===== src/rtl/imem_prefetch_buffer.sv =====
// In-order instruction prefetch queue between a tagged, variable-latency
// instruction memory port and the IF stage; redirect flushes and restarts fetch.
module imem_prefetch_buffer #(
  parameter int DEPTH = 4,
  parameter int TAG_W = 4
) (
  input  logic             clk,
  input  logic             rst,
  input  logic             redirect_valid,
  input  logic [31:0]      redirect_pc,
  input  logic             if_ready,
  output logic             out_valid,
  output logic [31:0]      out_pc,
  output logic [31:0]      out_inst,
  output logic [31:0]      proc2Imem_addr,
  output logic [1:0]       proc2Imem_command,
  input  logic [TAG_W-1:0] mem2proc_response,
  input  logic [31:0]      mem2proc_data,
  input  logic [TAG_W-1:0] mem2proc_tag
);

  localparam logic [1:0]       BUS_NONE = 2'd0;
  localparam logic [1:0]       BUS_LOAD = 2'd1;
  localparam int               PTR_W    = (DEPTH > 1) ? $clog2(DEPTH) : 1;
  localparam int               CNT_W    = PTR_W + 1;
  localparam logic [CNT_W-1:0] FULL_CNT = CNT_W'(DEPTH);
  localparam logic [CNT_W-1:0] CNT_ONE  = CNT_W'(1);
  localparam logic [PTR_W-1:0] PTR_ONE  = PTR_W'(1);

  logic [31:0]      fetch_pc_q, fetch_pc_d;
  logic [PTR_W-1:0] head_q, head_d;
  logic [PTR_W-1:0] tail_q, tail_d;
  logic [CNT_W-1:0] count_q, count_d;

  logic [31:0]      ent_pc_q   [DEPTH];
  logic [31:0]      ent_pc_d   [DEPTH];
  logic [TAG_W-1:0] ent_tag_q  [DEPTH];
  logic [TAG_W-1:0] ent_tag_d  [DEPTH];
  logic [31:0]      ent_inst_q [DEPTH];
  logic [31:0]      ent_inst_d [DEPTH];
  logic [DEPTH-1:0] ent_vld_q, ent_vld_d;
  logic [DEPTH-1:0] ent_done_q, ent_done_d;

  logic issue;
  logic accept;
  logic pop;
  logic tag_hit;
  logic redirect_pc_unused;

  // Low address bits of a redirect are forced to word alignment.
  assign redirect_pc_unused = ^redirect_pc[1:0];

  // Handshakes: IF takes the head when out_valid && if_ready on a rising edge;
  // memory takes a load when command == BUS_LOAD && response != 0 on that edge;
  // a return is valid whenever mem2proc_tag != 0. Command is gated by reset
  // so that it drops the instant reset asserts.
  assign issue     = rst && !redirect_valid && (count_q < FULL_CNT);
  assign accept    = issue && (mem2proc_response != '0);
  assign out_valid = (count_q != '0) && ent_done_q[head_q];
  assign pop       = out_valid && if_ready;
  assign tag_hit   = (mem2proc_tag != '0);

  assign out_pc            = ent_pc_q[head_q];
  assign out_inst          = ent_inst_q[head_q];
  assign proc2Imem_addr    = fetch_pc_q;
  assign proc2Imem_command = issue ? BUS_LOAD : BUS_NONE;

  always_comb begin
    fetch_pc_d = fetch_pc_q;
    head_d     = head_q;
    tail_d     = tail_q;
    count_d    = count_q;
    ent_pc_d   = ent_pc_q;
    ent_tag_d  = ent_tag_q;
    ent_inst_d = ent_inst_q;
    ent_vld_d  = ent_vld_q;
    ent_done_d = ent_done_q;

    if (redirect_valid) begin
      fetch_pc_d = {redirect_pc[31:2], 2'b00};
      head_d     = '0;
      tail_d     = '0;
      count_d    = '0;
      ent_vld_d  = '0;
      ent_done_d = '0;
    end else begin
      // Only a live, still-pending slot may capture; stale tags fall through.
      if (tag_hit) begin
        for (int i = 0; i < DEPTH; i++) begin
          if (ent_vld_q[i] && !ent_done_q[i] && (ent_tag_q[i] == mem2proc_tag)) begin
            ent_inst_d[i] = mem2proc_data;
            ent_done_d[i] = 1'b1;
          end
        end
      end

      if (pop) begin
        ent_vld_d[head_q]  = 1'b0;
        ent_done_d[head_q] = 1'b0;
        head_d             = head_q + PTR_ONE;
      end

      if (accept) begin
        ent_pc_d[tail_q]   = fetch_pc_q;
        ent_tag_d[tail_q]  = mem2proc_response;
        ent_vld_d[tail_q]  = 1'b1;
        ent_done_d[tail_q] = 1'b0;
        tail_d             = tail_q + PTR_ONE;
        fetch_pc_d         = fetch_pc_q + 32'd4;
      end

      if (accept && !pop) begin
        count_d = count_q + CNT_ONE;
      end else if (!accept && pop) begin
        count_d = count_q - CNT_ONE;
      end
    end
  end

  always_ff @(posedge clk or negedge rst) begin
    if (!rst) begin
      fetch_pc_q <= '0;
      head_q     <= '0;
      tail_q     <= '0;
      count_q    <= '0;
      ent_vld_q  <= '0;
      ent_done_q <= '0;
      for (int i = 0; i < DEPTH; i++) begin
        ent_pc_q[i]   <= '0;
        ent_tag_q[i]  <= '0;
        ent_inst_q[i] <= '0;
      end
    end else begin
      fetch_pc_q <= fetch_pc_d;
      head_q     <= head_d;
      tail_q     <= tail_d;
      count_q    <= count_d;
      ent_vld_q  <= ent_vld_d;
      ent_done_q <= ent_done_d;
      ent_pc_q   <= ent_pc_d;
      ent_tag_q  <= ent_tag_d;
      ent_inst_q <= ent_inst_d;
    end
  end

endmodule


===== config.mk =====
export PLATFORM = sky130hd
export DESIGN_NAME = imem_prefetch_buffer
export DESIGN_NICKNAME = d
export VERILOG_FILES = /design/src/rtl/imem_prefetch_buffer.sv
export SDC_FILE = /design/constraint.sdc
export NUM_CORES = 1
export LEC_CHECK = 0
export BUFFER_PORTS_ARGS = -buffer_cell sky130_fd_sc_hd__buf_2
export CAP_MARGIN = 0
export CORE_ASPECT_RATIO = 0.6
export CORE_MARGIN = 3
export CORE_UTILIZATION = 45
export DETAILED_ROUTE_END_ITERATION = 16
export SLEW_MARGIN = 10
export SYNTH_ARGS = -nofsm -noshare
export SYNTH_HDL_FRONTEND = slang
export SYNTH_SLANG_ARGS = --single-unit

===== constraint.sdc =====
create_clock -name clk -period 3.1 [get_ports clk]
set_input_delay 0.31 -clock clk [delete_from_list [all_inputs] [get_ports clk]]
set_output_delay 0.31 -clock clk [all_outputs]
set_load 0.005 [all_outputs]

==> summary.md, run 1 <==
| Metric | Value |
|---|---|
| Total number of placement rows | `49` |
| DR pass1 iterations | `5` |
| Post-synth top flop | `dfrtp_1` |
| Cts repair resizes | `0` |
| Grt total ovfl | `0` |
| Core box area | `30650 µm²` |
| Tot GR Track Use | `0.1977` |
| Worst Path Arrival | `2290 ps` |
| Logic pwr share | `0.186` |
| RSZ-0062 raised after global routing | `no` |
| Adder-Cell Fraction of Synth Area | `0.009241` |
| Power consumption | `11.41 mW` |
| Port bufs | `167` |
| Postcts setup bufs | `0` |
| Final instance area | `16850 µm²` |
| Sw frac | `0.2603` |
| Ys async rst share | `1.000` |
| Synth Area in Simple Gates | `0.05763` |
| Post-Synth XOR/XNOR Area | `0.01221` |
| Initial antenna violation count | `1` |
| CP endpoint kind | `primary output` |
| Startpoint types | `flop` |
| Vias in the first global route | `9236` |
| Avg Cell Area, Syn | `14.56 µm²` |
| Synth Instances | `986` |
| Setup TNS | `0 ps` |
| Compound-Gate Fraction of Synth Area | `0.04141` |
| Vias | `8963` |
| Hold Fails Final Rpt | `0` |
| Post-synthesis mux area share | `0.3017` |
| Clock share of power | `0.322` |
| Post-synth EDFFs | `0` |
| Slew @ Worst Pin | `1009 ps` |
| Max clock buf depth | `3` |
| Leakage power | `8.140 nW` |
| Die W | `236.6 µm` |
| Drt initial violations | `603` |
| Fmax | `385.1 MHz` |
| Filler cell count | `2502` |
| Initial Util | `0.4682` |
| Fin util | `0.5496` |
| Routed Antenna Nets | `0` |
| Cell Area, Placed | `15420 µm²` |
| CTS Buf Count | `30` |
| Final worst-path cycle share | `0.8377` |
| Die H | `144.3 µm` |
| Req. time, crit path | `2790 ps` |
| Most common cell after layout, fill and taps aside | `dfrtp_1` |
| Area growth, synth to finish | `17.39%` |
| Ys Warns | `0` |
| Register area share after synthesis | `0.5388` |
| Post-Syn Area | `14350 µm²` |
| Worst-path clk slew | `60 ps` |
| Largest net degree at the start of global routing | `185` |
| CTS sink count | `309` |
| Hold buffers post-CTS | `43` |
| Worst r2r path cells | `5` |
| Most frequent cells in the layout | `307 x dfrtp_1, 191 x mux2_1, 166 x buf_2` |
| Final GP Congestion | `0.8012` |
| IO Pins | `175` |
| Relative slew slack | `0.3272` |
| Crit Path Max Fanout | `66` |
| Int Pwr | `8.442 mW` |
| Main combinational cell family by area after synthesis | `multiplexers` |
| TritonCTS clock tree | `built` |
| Final Slew Violations | `0` |
| Layout cell share with drive strength beyond 1 | `0.3211` |
| Max_cap viols | `0` |
| DR WL/cell | `20.83 µm` |
| Die ar. | `34140 µm²` |
| Clock latency on the worst-skew pair | `560 ps` |
| Min Clock Period, post-route | `2597 ps` |
| DRC | `0` |
| Htree depth | `1` |
| Sequential fraction of design power | `0.492` |
| Worst vdd ir | `0.4261 mV` |
| Hold WC Path Type | `input port to flop` |
| Setup violators final | `0` |
| Vias per inst | `5.574` |
| Switching Power | `2.971 mW` |
| Status | `complete, no violations` |
| Clock skew | `25.63 ps` |
| Power Dens Cells | `677.5 nW/µm²` |
| Yosys cell types | `54` |
| Clock root cell | `clkbuf_16` |
| Nets@finish | `1263` |
| Final wirelength | `33.49 mm` |
| Hold Crit Depth | `3` |
| #FFs+latches synth | `309` |
| First-pass GRT wire length | `53.34 mm` |
| HPWL Detailed | `21.61 mm` |
| Setup CP Type | `flop to primary output` |
-- final cells by class --
cell class	count	area [µm²]	share of cell area
diodes	1	2.502	0.0001485
well taps	408	510.5	0.03030
multi-input cells	593	6080	0.3609
inverters	10	37.54	0.002228
flip-flops and latches	309	7740	0.4594
clock inverters	10	106.4	0.006313
clock buffers	44	884.6	0.05251
repair buffers	233	1486	0.08823
-- cell usage after synthesis (4+ instances only) --
library cell	n	area [µm²]
o311ai_0	4	35.03
mux4_2	63	1419
o21ai_1	9	45.04
o311ai_1	6	52.55
inv_1	10	37.54
and2_1	5	31.28
nand3b_4	4	80.08
a31oi_1	4	25.02
nor2_1	21	78.83
a21o_1	6	45.04
xor2_1	13	113.9
nand2_1	66	247.7
o211ai_1	8	60.06
xnor2_1	7	61.31
nor3_1	4	20.02
mux2_1	191	2151
buf_6	22	247.7
nand4_1	7	43.79
mux2i_1	5	50.05
clkbuf_1	27	101.4
nand3_1	16	80.08
o21ai_0	18	90.09
buf_2	15	75.07
a221o_1	5	50.05
mux2_2	63	709.4
buf_4	11	82.58
a41oi_1	5	43.79
nor4_2	5	62.56
and3_1	6	37.54
ha_1	9	112.6
a22oi_1	4	30.03
dfrtp_1	309	7732
a21oi_1	7	35.03
-- state kept, by name (all words and copies together) (netlist names) --
signal,count
count_q,3
ent_done_q,4
ent_inst_q,128
ent_pc_q,120
ent_tag_q,16
ent_vld_q,4
head_q,2
proc2Imem_addr,30
tail_q,2
-- cell families (layout without fill, tap and decap cells) --
| group | count (synthesis) | in the layout |
|---|---|---|
| adders and majority gates | 10 | 10 |
| muxes | 322 | 322 |
| DFF | 309 | 309 |
| xor gates and xnor gates | 20 | 20 |
| AOI/OAI and AO/OA | 86 | 86 |
| buffers and inverters | 88 | 297 |
| and+or+nand+nor | 150 | 150 |
| other | 1 | 6 |
-- final timing paths --
path | slack [ps] | startpoint | endpoint
setup / recovery | 500 | head_q[0] | out_pc[29]
hold / removal | 20 | redirect_pc[24] | proc2Imem_addr[24]
setup reg to reg | 600 | proc2Imem_addr[8] | proc2Imem_addr[27]
hold reg to reg | 490 | ent_pc_q[28] | ent_pc_q[28]
max in group asynchronous | 1010 | rst | ent_inst_q[104]
min in group asynchronous | 590 | rst | count_q[2]
-- through the flow --
| step | hold WS (ps) | cells | worst slack, ps |
|---|---|---|---|
| floorplan | 14.41 | 990 | 882.4 |
| global placement | 463.0 | 1510 | 588.0 |
| detailed placement | 470.8 | 1510 | 576.7 |
| CTS | 0.06328 | 1607 | 430.3 |
| global route | 8.522 | 1608 | 358.6 |
| finish | 24.18 | 1608 | 503.2 |
-- per-layer routing --
layer / GRT usage / up-vias / routed length, µm
met5: 0 / - / 0
met2: 0.2980 / 183 / 14570
met3: 0.03678 / 39 / 1418
met1: 0.3034 / 4705 / 17000
met4: 0.03559 / 0 / 502
li1: - / 4036 / -
-- power by group through the flow --
stage               clock network (mW)  logic, mW  registers, mW
CTS                               3.78       2.17           5.62
global route                      3.96       2.35           5.75
floorplan                            0       1.46           5.47
global placement                     0       2.05           5.66
finish                            3.67       2.13           5.62
detailed placement                   0       2.12           5.69
-- critical path: stages, from the launching register on --
cell     delay, ps
dfrtp_4        440
buf_12         490
mux4_2         620
buf_2          150
(Power assumes the default switching activity.)
==> run 2, diff against run 1 <==
--- a/config.mk
+++ b/config.mk
@@ -11,6 +11,7 @@
 export CORE_MARGIN = 3
 export CORE_UTILIZATION = 45
 export DETAILED_ROUTE_END_ITERATION = 16
+export PLACE_DENSITY = 0.67
 export SLEW_MARGIN = 10
 export SYNTH_ARGS = -nofsm -noshare
 export SYNTH_HDL_FRONTEND = slang
==> constraint.sdc (replaced) <==
create_clock -name clk -period 2.1 [get_ports clk]
set_input_delay 0.21 -clock clk [delete_from_list [all_inputs] [get_ports clk]]
set_output_delay 0.21 -clock clk [all_outputs]
set_load 0.005 [all_outputs]
==> run 2 against run 1 <==
  * The run now ends with setup timing left
  * Die area unchanged
  * Non-clock buffer count up 84
  * Global-route usage up 1.1 points
  * Final area up 7.5%
  * Clock-buffer cell count unchanged
  * Combinational power up 63%
  * Sequential cell count unchanged
  * Sequential power up 47%
  * Via count up 3.6%
  * Critical path type unchanged
  * Largest cell class unchanged
==> summary.md, run 2 (synthesized netlist as in run 1, its figures left out) <==
| Metric | Value |
|---|---|
| Min Clock Period, post-route | `2304 ps` |
| RR Startpoint | `head_q[0]` |
| Startpoint types | `flop` |
| CTS sink count | `309 (unchanged)` |
| Htree depth | `1 (unchanged)` |
| Post-Place Cells | `1559 (+3.2%)` |
| Most frequent cells in the layout | `307 x dfrtp_1, 191 x mux2_1, 160 x buf_2` |
| Tot GR Track Use | `0.2086 (+0.01085)` |
| Req. time, crit path | `1890 ps (-900 ps)` |
| Setup CP Type | `flop to primary output` |
| Fmax | `434.1 MHz` |
| Worst Setup SP | `head_q[0]` |
| Clock root cell | `clkbuf_16` |
| Worst setup margin | `-203.8 ps (-707.0 ps)` |
| Filler cell count | `2408 (-3.8%)` |
| Initial Util | `0.4682 (unchanged)` |
| Slew @ Worst Pin | `1055 ps (+45.56 ps)` |
| Worst-path clk slew | `70 ps (about the same)` |
| End point of the critical path | `out_inst[26]` |
| Hold WC Path Type | `input port to flop` |
| Cell Area, Placed | `16070 µm² (+4.2%)` |
| Final Slew Violations | `0 (unchanged)` |
| Worst r2r path cells | `7 (+2)` |
| Slowest stage cell, crit path | `dfrtp_4` |
| HPWL Detailed | `22.55 mm (+4.4%)` |
| Final GP Congestion | `0.8246 (+2.9%)` |
| FF-to-FF setup slack | `-120 ps (-720 ps)` |
| Layout cell share with drive strength beyond 1 | `0.3549 (+0.03381)` |
| Vias per inst | `5.493 (-1.4%)` |
| Max_cap viols | `0 (unchanged)` |
| Worst vdd ir | `0.7352 mV (+73%)` |
| Clock skew | `14.93 ps (-10.70 ps)` |
| Clock share of power | `0.322 (about the same)` |
| Routed Antenna Nets | `0 (unchanged)` |
| Final worst-path cycle share | `1.097` |
| Core box area | `30650 µm² (unchanged)` |
| Int Pwr | `12.72 mW (+51%)` |
| CP cell instances | `buf_16, buf_12, clkbuf_16, mux4_2, buf_2` |
| Die ar. | `34140 µm² (unchanged)` |
| Hold Fails Final Rpt | `0 (unchanged)` |
| Vias | `9284 (+3.6%)` |
| Multi-input gate area | `6133 µm² (+0.88%)` |
| Final instance area | `18120 µm² (+7.5%)` |
| Power Dens Cells | `953.7 nW/µm² (+41%)` |
| Setup violators final | `65 (+65)` |
| Crit Path Max Fanout | `5 (-92%)` |
| Sw frac | `0.2638 (+0.003491)` |
| Grt total ovfl | `0 (unchanged)` |
| Vias in the first global route | `9628 (+4.2%)` |
| First-pass GRT wire length | `56.06 mm (+5.1%)` |
| Nets@finish | `1347 (+6.7%)` |
| DRC | `0 (unchanged)` |
| Die H | `144.3 µm (unchanged)` |
| RR Endpoint | `count_q[1]` |
| CTS Buf Count | `30 (unchanged)` |
| Fin cells | `1690 (+5.1%)` |
| Switching Power | `4.558 mW (+53%)` |
| Status | `finished, violations left` |
| Failing checks | `setup timing` |
| Initial antenna violation count | `0 (-1)` |
| Max clock buf depth | `3 (unchanged)` |
| Logic pwr share | `0.201 (+0.015)` |
| Drt initial violations | `622 (+3.2%)` |
| Total number of placement rows | `49 (unchanged)` |
| Seq. cell area | `7740 µm² (unchanged)` |
| Largest net degree at the start of global routing | `203 (+9.7%)` |
| Area growth, synth to finish | `26.23%` |
| Die W | `236.6 µm (unchanged)` |
| Port bufs | `167 (unchanged)` |
| IO Pins | `175 (unchanged)` |
| Largest Register | `ent_inst_q` |
| DR WL/cell | `20.77 µm (-0.28%)` |
| RSZ-0062 raised after global routing | `yes` |
| Clock latency on the worst-skew pair | `570 ps (about the same)` |
| Most common cell after layout, fill and taps aside | `dfrtp_1` |
| DR pass1 iterations | `5 (unchanged)` |
| Leakage power | `8.754 nW (+7.5%)` |
| Sequential fraction of design power | `0.477 (-0.015)` |
| Final wirelength | `35.10 mm (+4.8%)` |
| CP endpoint kind | `primary output` |
| TritonCTS clock tree | `built` |
| Worst Path Arrival | `2090 ps (-200 ps)` |
| CP max stage delay | `500 ps (-120 ps)` |
| Largest register FFs | `128 (unchanged)` |
| Relative slew slack | `0.2969 (-0.03037)` |
| Antenna diodes | `0 (-1)` |
[run 2: changes by cell type in the layout (fill, tap and decap cells not counted), sizes merged]
cell         change
dlygate4sd3     +23
diode            -1
clkinvlp         -1
buf             +60
clkbuf           +1
[run 2: metal layers]
| layer | wire, µm | GRT usage | part of all wire |
|---|---|---|---|
| met1 | 17430 | 0.3196 | 0.50 |
| met2 | 15370 | 0.3117 | 0.44 |
| met3 | 1606 | 0.03697 | 0.046 |
| met4 | 693 | 0.04798 | 0.020 |
| met5 | 0 | 0 | 0 |
[run 2: critical path: cells and delay by family, from the launching register on]
family	cells	cell delay, ps
multiplexers	1	420
buffers and inverters	4	590
flip-flops	1	500
[run 2: how the worst min path moves through the flow]
| stage | from | endpoint | slack, ps | cells past startpoint |
|---|---|---|---|---|
| 2_1_floorplan | rst | count_q[0] | -90 | 0 |
| 3_3_place_gp | redirect_pc[9] | proc2Imem_addr[9] | 420 | 3 |
| 3_5_place_dp | redirect_pc[20] | proc2Imem_addr[20] | 420 | 3 |
| 4_1_cts | redirect_pc[23] | proc2Imem_addr[23] | 90 | 4 |
| 5_1_grt | redirect_pc[23] | proc2Imem_addr[23] | 90 | 4 |
| 6_report | redirect_pc[23] | proc2Imem_addr[23] | 120 | 4 |
[run 2: power by group through the flow]
stage          logic, mW  clock network [mW]  registers, mW
3_3_place_gp        3.21                   0           8.26
6_report            3.47                5.56           8.25
5_1_grt             3.81                5.97           8.43
2_1_floorplan       2.16                   0           8.07
4_1_cts             3.49                5.69           8.25
3_5_place_dp        3.33                   0           8.34
[run 2: final cells by class]
type	count	share of cell area
sequential	309	0.4272
multi-input combinational	593	0.3386
timing repair buffer	317	0.1484
clock buffer	44	0.04993
tap	408	0.02818
clock inverter	9	0.005663
inverter	10	0.002072
[run 2: what timing repair did]
action | CTS | global route
gates resized for setup | 16 | 13
buffers inserted | 6 | 0
hold buffers | 66 | 0
endpoints found under the hold margin | 368 | 0
pin swaps | 0 | 1
setup endpoints to repair | 62 | 155
cloned | 5 | 1
[run 2: per-stage QoR]
| stage | hold slack, ps | TNS [ps] | power, mW | worst slack (ps) | utilization |
|---|---|---|---|---|---|
| 2_1_floorplan | -85.59 | 0 | 10.23 | 57.13 | - |
| 3_3_place_gp | 419.5 | 0 | 11.47 | 39.34 | 0.5241 |
| 3_5_place_dp | 424.3 | 0 | 11.66 | 16.47 | 0.5241 |
| 4_1_cts | 90.42 | -11910 | 17.43 | -229.6 | 0.5880 |
| 5_1_grt | 95.00 | -14270 | 18.22 | -258.1 | 0.5910 |
| 6_report | 117.3 | -10130 | 17.28 | -203.8 | 0.5910 |
